**config.mk**
```make
export PLATFORM = sky130hd
export DESIGN_NAME = scan_line_scheduler
export DESIGN_NICKNAME = d
export VERILOG_FILES = /design/src/rtl/scan_line_scheduler.sv
export SDC_FILE = /design/constraint.sdc
export NUM_CORES = 1
export LEC_CHECK = 0
export BUFFER_PORTS_ARGS = -buffer_cell sky130_fd_sc_hd__buf_4
export CAP_MARGIN = 5
export CELL_PAD_IN_SITES_DETAIL_PLACEMENT = 2
export CELL_PAD_IN_SITES_GLOBAL_PLACEMENT = 2
export CORE_ASPECT_RATIO = 1.4
export CORE_MARGIN = 2
export CORE_UTILIZATION = 38
export DETAILED_ROUTE_END_ITERATION = 8
export HOLD_SLACK_MARGIN = 0.08
export PLACE_DENSITY_LB_ADDON = 0.1
export SYNTH_ARGS = -nofsm -noshare
export SYNTH_HDL_FRONTEND = slang
export SYNTH_SLANG_ARGS = --single-unit
```
**constraint.sdc**
```tcl
create_clock -name clock -period 8 [get_ports clock]
set_clock_uncertainty 0.15 [all_clocks]
set_input_delay 0.8 -clock clock [delete_from_list [all_inputs] [get_ports clock]]
set_output_delay 0.8 -clock clock [all_outputs]
set_load 0.1 [all_outputs]
```
**src/rtl/scan_line_scheduler.sv**
```systemverilog
`default_nettype none
// ============================================================================
// Module   : scan_line_scheduler
// Purpose  : Buffers laser-beam endpoints in a small FIFO and launches one
//            Bresenham line update per beam, waiting for each line to finish
//            before starting the next. Between lines the shared map RAM can
//            be handed to the scan matcher. Each scan's completion is
//            signalled with a (saturating) beam count.
// Ports    : clock/reset         - system clock, synchronous active-low reset
//            beam_*              - endpoint input stream (valid/ready)
//            line_start/x/y/busy - line drawer handshake
//            match_req/gnt       - map RAM arbitration with the scan matcher
//            scan_done/beams     - per-scan completion pulse and beam count
//            fifo_level          - current FIFO occupancy
// Revision : 1.0 - initial release
// ============================================================================
module scan_line_scheduler #(
  parameter int FIFO_DEPTH = 8,
  parameter int COORD_W    = 10,
  parameter int CNT_W      = 10
) (
  input  logic                          clock,
  input  logic                          reset,
  input  logic                          beam_valid,
  output logic                          beam_ready,
  input  logic [COORD_W-1:0]            beam_x,
  input  logic [COORD_W-1:0]            beam_y,
  input  logic                          beam_last,
  output logic                          line_start,
  output logic [COORD_W-1:0]            line_x,
  output logic [COORD_W-1:0]            line_y,
  input  logic                          line_busy,
  input  logic                          match_req,
  output logic                          match_gnt,
  output logic                          scan_done,
  output logic [CNT_W-1:0]              scan_beams,
  output logic [$clog2(FIFO_DEPTH):0]   fifo_level
);

  localparam int AW = $clog2(FIFO_DEPTH);
  localparam int LW = AW + 1;
  localparam int EW = 2 * COORD_W + 1;
  localparam logic [CNT_W-1:0] CNT_MAX = {CNT_W{1'b1}};

  localparam logic [2:0] S_IDLE   = 3'd0;
  localparam logic [2:0] S_LAUNCH = 3'd1;
  localparam logic [2:0] S_ACCEPT = 3'd2;
  localparam logic [2:0] S_DRAW   = 3'd3;
  localparam logic [2:0] S_MATCH  = 3'd4;

  logic [2:0]         state_q, state_d;
  logic [EW-1:0]      mem_q [FIFO_DEPTH];
  logic [AW-1:0]      wr_ptr_q, wr_ptr_d, rd_ptr_q, rd_ptr_d;
  logic [LW-1:0]      level_q, level_d;
  logic [COORD_W-1:0] line_x_q, line_x_d, line_y_q, line_y_d;
  logic               last_q, last_d;
  logic [CNT_W-1:0]   cnt_q, cnt_d, scan_beams_q, scan_beams_d;
  logic               scan_done_q, scan_done_d;
  logic               gate_q, gate_d;

  logic               push, pop, fifo_empty, fifo_full, line_done;
  logic [EW-1:0]      head;
  logic [CNT_W-1:0]   cnt_inc;

  assign fifo_empty = (level_q == '0);
  assign fifo_full  = (level_q == LW'(FIFO_DEPTH));
  assign push       = beam_valid && !fifo_full;
  assign head       = mem_q[rd_ptr_q];
  assign cnt_inc    = (cnt_q == CNT_MAX) ? CNT_MAX : cnt_q + CNT_W'(1);

  // ---------------- FSM: state register ----------------
  always_ff @(posedge clock) begin
    if (!reset) state_q <= S_IDLE;
    else        state_q <= state_d;
  end

  // ---------------- FSM: next state ----------------
  always_comb begin
    state_d = state_q;
    case (state_q)
      S_IDLE: begin
        // The gate only blocks re-entry while there is work to launch.
        if (match_req && (!gate_q || fifo_empty)) state_d = S_MATCH;
        else if (!fifo_empty)                     state_d = S_LAUNCH;
      end
      S_LAUNCH: state_d = S_ACCEPT;
      S_ACCEPT: if (line_busy)  state_d = S_DRAW;
      S_DRAW:   if (!line_busy) state_d = S_IDLE;
      S_MATCH:  if (!match_req) state_d = S_IDLE;
      default:  state_d = S_IDLE;
    endcase
  end

  // ---------------- FSM: outputs ----------------
  always_comb begin
    line_start = (state_q == S_LAUNCH);
    match_gnt  = (state_q == S_MATCH);
    pop        = (state_q == S_LAUNCH);
    line_done  = (state_q == S_DRAW) && !line_busy;
  end

  // ---------------- Datapath next values ----------------
  always_comb begin
    wr_ptr_d     = wr_ptr_q;
    rd_ptr_d     = rd_ptr_q;
    level_d      = level_q;
    line_x_d     = line_x_q;
    line_y_d     = line_y_q;
    last_d       = last_q;
    cnt_d        = cnt_q;
    scan_beams_d = scan_beams_q;
    scan_done_d  = 1'b0;
    gate_d       = gate_q;

    if (push) wr_ptr_d = wr_ptr_q + AW'(1);
    if (pop)  rd_ptr_d = rd_ptr_q + AW'(1);
    if (push && !pop)      level_d = level_q + LW'(1);
    else if (pop && !push) level_d = level_q - LW'(1);

    if (pop) begin
      line_x_d = head[EW-2 -: COORD_W];
      line_y_d = head[COORD_W-1:0];
      last_d   = head[EW-1];
      gate_d   = 1'b0;
    end

    if ((state_q == S_MATCH) && !match_req) gate_d = 1'b1;

    if (line_done) begin
      if (last_q) begin
        scan_done_d  = 1'b1;
        scan_beams_d = cnt_inc;
        cnt_d        = '0;
      end else begin
        cnt_d = cnt_inc;
      end
    end
  end

  always_ff @(posedge clock) begin
    if (!reset) begin
      wr_ptr_q     <= '0;
      rd_ptr_q     <= '0;
      level_q      <= '0;
      line_x_q     <= '0;
      line_y_q     <= '0;
      last_q       <= 1'b0;
      cnt_q        <= '0;
      scan_beams_q <= '0;
      scan_done_q  <= 1'b0;
      gate_q       <= 1'b0;
    end else begin
      wr_ptr_q     <= wr_ptr_d;
      rd_ptr_q     <= rd_ptr_d;
      level_q      <= level_d;
      line_x_q     <= line_x_d;
      line_y_q     <= line_y_d;
      last_q       <= last_d;
      cnt_q        <= cnt_d;
      scan_beams_q <= scan_beams_d;
      scan_done_q  <= scan_done_d;
      gate_q       <= gate_d;
    end
  end

  // FIFO storage needs no reset: occupancy is tracked by the pointers/level.
  always_ff @(posedge clock) begin
    if (push) mem_q[wr_ptr_q] <= {beam_last, beam_x, beam_y};
  end

  // During LAUNCH the head entry is forwarded so the drawer sees the new
  // endpoint on the same edge that samples line_start.
  assign line_x     = (state_q == S_LAUNCH) ? head[EW-2 -: COORD_W] : line_x_q;
  assign line_y     = (state_q == S_LAUNCH) ? head[COORD_W-1:0]     : line_y_q;
  assign beam_ready = !fifo_full;
  assign scan_done  = scan_done_q;
  assign scan_beams = scan_beams_q;
  assign fifo_level = level_q;

endmodule
`default_nettype wire

```
# --- Yosys cells after proc, flatten, opt, wreduce, memory -nomap -nowiden ---
# Memory sizes are Yosys's and may differ from the RTL's. A register that Yosys moved wholly into a read port is not among the register bits.
# Index checks and enable logic that the tools add are counted.
word_totals:
  regBits: 56
  ram_bits: 168
  input_bits: 26
  output_inout_bits: 38
  wordCells: 66
  memories: 1
op_classes:
  add_sub_neg: 5
  eq_ne: 10
  muxes: 19
  n_reduce_logical: 20
memory_table:
  columns: ["memory", "words", "word_bits", "rd", "rd_ports_with_merged_regs", "wr", "line", "text"]
  rows:
  - ["mem_q", 8, 21, 1, 1, 1, "52", "logic [EW-1:0] mem_q [FIFO_DEPTH];"]
op_table:
  columns: ["cell", "n"]
  rows:
  - ["$mux W10", 4]
  - ["$mux W3", 7]
  - ["$pmux W3 S5", 1]
  - ["$add A10 B1 Y10 const B", 1]
  - ["$eq A10 B10 Y1 const B", 1]
  - ["$mux W4", 2]
  - ["$add A3 B1 Y3 const B", 2]
  - ["$eq A3 B2 Y1 const B", 2]
  - ["$logic_and A1 B1 Y1", 6]
  - ["$logic_not A1 Y1", 6]
  - ["$ne A2 B2 Y1 const B", 3]
  - ["$mux W1", 5]
  - ["$add A4 B1 Y4 const B", 1]
  - ["$eq A4 B4 Y1 const B", 1]
  - ["$logic_not A4 Y1", 1]
  - ["$reduce_and A2 Y1", 2]
  - ["$reduce_and A4 Y1", 1]
  - ["$reduce_bool A2 Y1", 2]
  - ["$sub A4 B1 Y4 const B", 1]
  - ["$eq A3 B1 Y1 const B", 1]
  - ["$eq A3 B3 Y1 const B", 1]
  - ["$logic_not A3 Y1", 1]
  - ["$ne A3 B3 Y1 const B", 1]
  - ["$logic_or A1 B1 Y1", 1]

# --- Logic depth before layout (Yosys ltp) ---
logic_depth:
  word_depth: 7
  depth_mapped: 11

# --- Least setup slack after synthesis ---
# OpenSTA, ideal clock, no wires.
synth_timing:
  kind: "reg2reg"
  start: "register level_q[0] (netlist: fifo_level[0])"
  end: "memory mem_q[0][0] in the netlist's numbering, enable pin"
  setup_ps: 452
  arrival_time_ps: 3925
  t_required_ps: 7398
  path_slack_ps: 3472
  path_stages_with_launch: 5
  path_buffers: 1
  path_cell_list: "dfxtp_1 > or4b_1 > buf_2 > nand2_4 > nor4_1"
synth_via:
  elab_chain_len: 5
synth_lines:
  columns: ["item", "line", "text"]
  rows:
  - ["start, declared", "54", "logic [LW-1:0] level_q, level_d;"]
  - ["start signal, assigned", "155", "level_q <= level_d;"]
  - ["$eq A4 B4 Y1", "66", "assign fifo_full = (level_q == LW'(FIFO_DEPTH));"]
  - ["$logic_not A1 Y1", null, null]
  - ["net beam_ready", "25", "output logic beam_ready,"]
  - ["$logic_and A1 B1 Y1", "67", "assign push = beam_valid && !fifo_full;"]
  - ["$mux W1", "168", "if (push) mem_q[wr_ptr_q] <= {beam_last, beam_x, beam_y};"]
  - ["$mux W1 (not written as such)", "168", null]
  - ["end, declared", "52", null]
# The timed path passes the listed nets, and every way through them passes these cells.

==> qor.csv <==
stage;metric;value;unit
outcome;outcome;finished, final reports clean;
hold_path;min_from;gate_q$_SDFFE_PN0P_;
yosys;synth_cell_types;52;
clocking;cts.sinks;227;
place;hpwl;12600;um
drt;drtPass1Iterations;4;
yosys;synth_commonest_cells;edfxtp_1, dfxtp_1, nor2_1;
global_route;grtUsageTotal;17.51;%
place;dp.cells;887;
yosys;synth_flop_cell;edfxtp_1;
final_layout;syn_to_final_growth;17.76;%
yosys;ys_seq_area_share;69.82;%
floorplan;io_pins;64;
drt;drt_iter0_markers;246;
clocking;clkTransAtPathRegs;0.06;ns
sta;hold_viol_final;0;
setup_path;cp-start-kind;flip-flop;
clocking;cts.repair.resized;0;
yosys;yosys.area.top_type;edfxtp_1;
sta;slew_headroom;38.95;%
final_layout;fillCellCount;2194;
clocking;cts_buffer_depth;3;
place;io_buffers;63;
sta;worstMarginPinSlew;0.9135;ns
sta;setup_viol;0;
power_and_ir_drop;ir_worst_vdd;0.2118;mV
yosys;synth_nets;573;
clocking;htree_levels;1;
floorplan;die_x;133.5;um
global_route;grt_overflow;0;
global_route;grt_antenna_before_repair;0;
floorplan;fp.dieH;185.3;um
setup_path;worst_path_max_delay_cell;dfxtp_2;
sta;finalCriticalPeriod;3.932;ns
floorplan;die_area;0.02473;mm^2
floorplan;start_util;38.57;%
drt;viasPerCell;5.249;
yosys;synthArstFlopShare;0;%
sta;finalHoldWorstSlack;0.3187;ns
yosys;syn_avg_cell_area;16.51;um^2
drt;post_drt_wl_per_cell;22.58;um
yosys;syn_area;0.008917;mm^2
final_layout;finalNetCount;641;
clocking;worstSkewPairLatency;0.51;ns
setup_path;r2r_start;fifo_level[0]$_SDFFE_PN0P_;
yosys;synthTopCellsByArea;edfxtp_1, dfxtp_1, mux4_2, o22ai_2, nor2_1;
clocking;cts_tree;built;
clocking;cts-root-buf;clkbuf_16;
setup_path;crit_path_end_kind;primary output;
global_route;grt_max_degree;56;
sta;fin_tns_setup;0;ns
setup_path;critPathTopFamily;buffers and inverters;
drt;vias;4892;
setup_path;path_common_cell;buf_4;
sta;rsz0062_at_grt;false;
clocking;postCtsSetupBuffers;0;
setup_path;worstPathArrival;2.98;ns
global_route;grt_pass1_vias;5576;
setup_path;reg2reg_slack;5.17;ns
floorplan;fp.coreArea;0.02312;mm^2
global_route;grt_pass1_wl;32670;um
sta;slew_violations;0;
final_layout;utilization;45.42;%
sta;timing.final.crit_share;49.15;%
setup_path;crit_type;flip-flop to primary output;
setup_path;cp.required;7.05;ns
yosys;yosys.cell_count.top_type;edfxtp_1;
drt;drcViolationCount;0;
clocking;hold_buffers;0;
yosys;synth-edff-count;168;
drt;routed_wl;21040;um
setup_path;cp_num_buf_inv;2;
final_layout;drive_gt1_share;29.87;%
power_and_ir_drop;leakage;3.557;nW
hold_path;min_path_type;flip-flop to flip-flop;
flow_run;drv_cap;0;
setup_path;crit_path_max_fanout;28;
floorplan;fp-row-count;66;
yosys;ys_seq_elements;227;
final_layout;diodes;0;
yosys;synth_top_area_share;56.57;%
power_and_ir_drop;powerDensity;334.8;mW/mm^2
final_layout;final_cells;932;
setup_path;crit_chain;buf_4 -> mux4_2 -> o22ai_2 -> nor2_1 -> buf_4;
yosys;ys.warnings.count;0;
place;gp_congestion;0.7325;
sta;max_freq;0.2543;GHz
drt;ant_nets;0;
setup_path;slowest_delay;0.68;ns
power_and_ir_drop;power.total;3.516;mW
clocking;numCtsBuffers;25;
yosys;synth_cells;540;
-- worst register-to-register path: cells and delay by family, from the launching register on --
| kind | cells | cell delay, ns |
|---|---|---|
| AO/OA/AOI/OAI | 3 | 0.46 |
| AND/OR/NAND/NOR | 2 | 0.88 |
| multiplexers | 1 | 0.19 |
| buffers and inverters | 2 | 0.19 |
| flip-flops | 1 | 0.38 |
| adder cells (fa/ha/maj) | 2 | 0.49 |
-- logic make-up after synthesis --
group	share of synthesized area (%)
AO/OA/AOI/OAI	5.907
XOR/XNOR	0.8840
adder cells (fa/ha/maj)	1.066
buffers and inverters	2.385
flip-flops	69.82
multiplexers	10.94
AND/OR/NAND/NOR	8.994
-- stage by stage --
stage	worst slack, ns	cell area (um^2)
floorplan	3.472	8917
global placement	4.553	9704
detailed placement	4.530	9704
CTS	3.968	10500
global route	3.853	10500
finish	4.068	10500
-- layer usage --
metal	share of wire [%]	GRT usage, %
met1	41	20.39
met2	54	33.53
met3	3.3	2.791
met4	1.7	4.213
met5	0	0
-- registers in the layout (all words and copies together) (netlist names), named ones only --
register and cells:
cnt_q 10, fifo_level 4, gate_q 1, last_q 1
line_x_q 10, line_y_q 10, mem_q 168, rd_ptr_q 3
scan_beams 10, scan_done 1, state_q 3, wr_ptr_q 3
-- layout by cell type (no fill, tap or decap), types with 4 or more instances in the layout --
cell       instances
edfxtp_1         168
buf_4             72
dfxtp_1           57
nor2_1            50
mux4_2            42
and2_1            31
clkbuf_16         25
o22ai_2           19
o21ai_0           15
nand3_1           14
a21oi_1           12
nand2_1           10
xnor2_1            8
nor3_1             7
clkinv_1           7
ha_1               6
clkinv_2           6
inv_1              5
nor3_2             5
nor2b_1            4
-- worst paths after layout --
kind / to / cells past startpoint
worst max-delay path: line_x[9] / 5
worst min-delay path: state_q[2]$_SDFFE_PN0P_ / 1
worst max register to register: fifo_level[3]$_SDFFE_PN0P_ / 10
worst min register to register: state_q[2]$_SDFFE_PN0P_ / 1
-- final cells by class --
| class | instances | area (um^2) | area share (%) |
|---|---|---|---|
| clock inverter | 19 | 167.7 | 1.597 |
| timing repair buffer | 72 | 540.5 | 5.147 |
| sequential | 227 | 6228 | 59.31 |
| clock buffer | 26 | 629.4 | 5.993 |
| multi-input combinational | 277 | 2534 | 24.13 |
| tap | 306 | 382.9 | 3.646 |
| inverter | 5 | 18.77 | 0.1787 |
-- where the power goes --
part | switching, mW | internal, mW | total (mW) | leakage (nW)
Sequential | 0.0598 | 1.36 | 1.42 | 2.00
Combinational | 0.701 | 0.272 | 0.973 | 1.16
Clock | 0.455 | 0.665 | 1.12 | 0.390
Note: power is estimated with default switching activity, not from simulation.
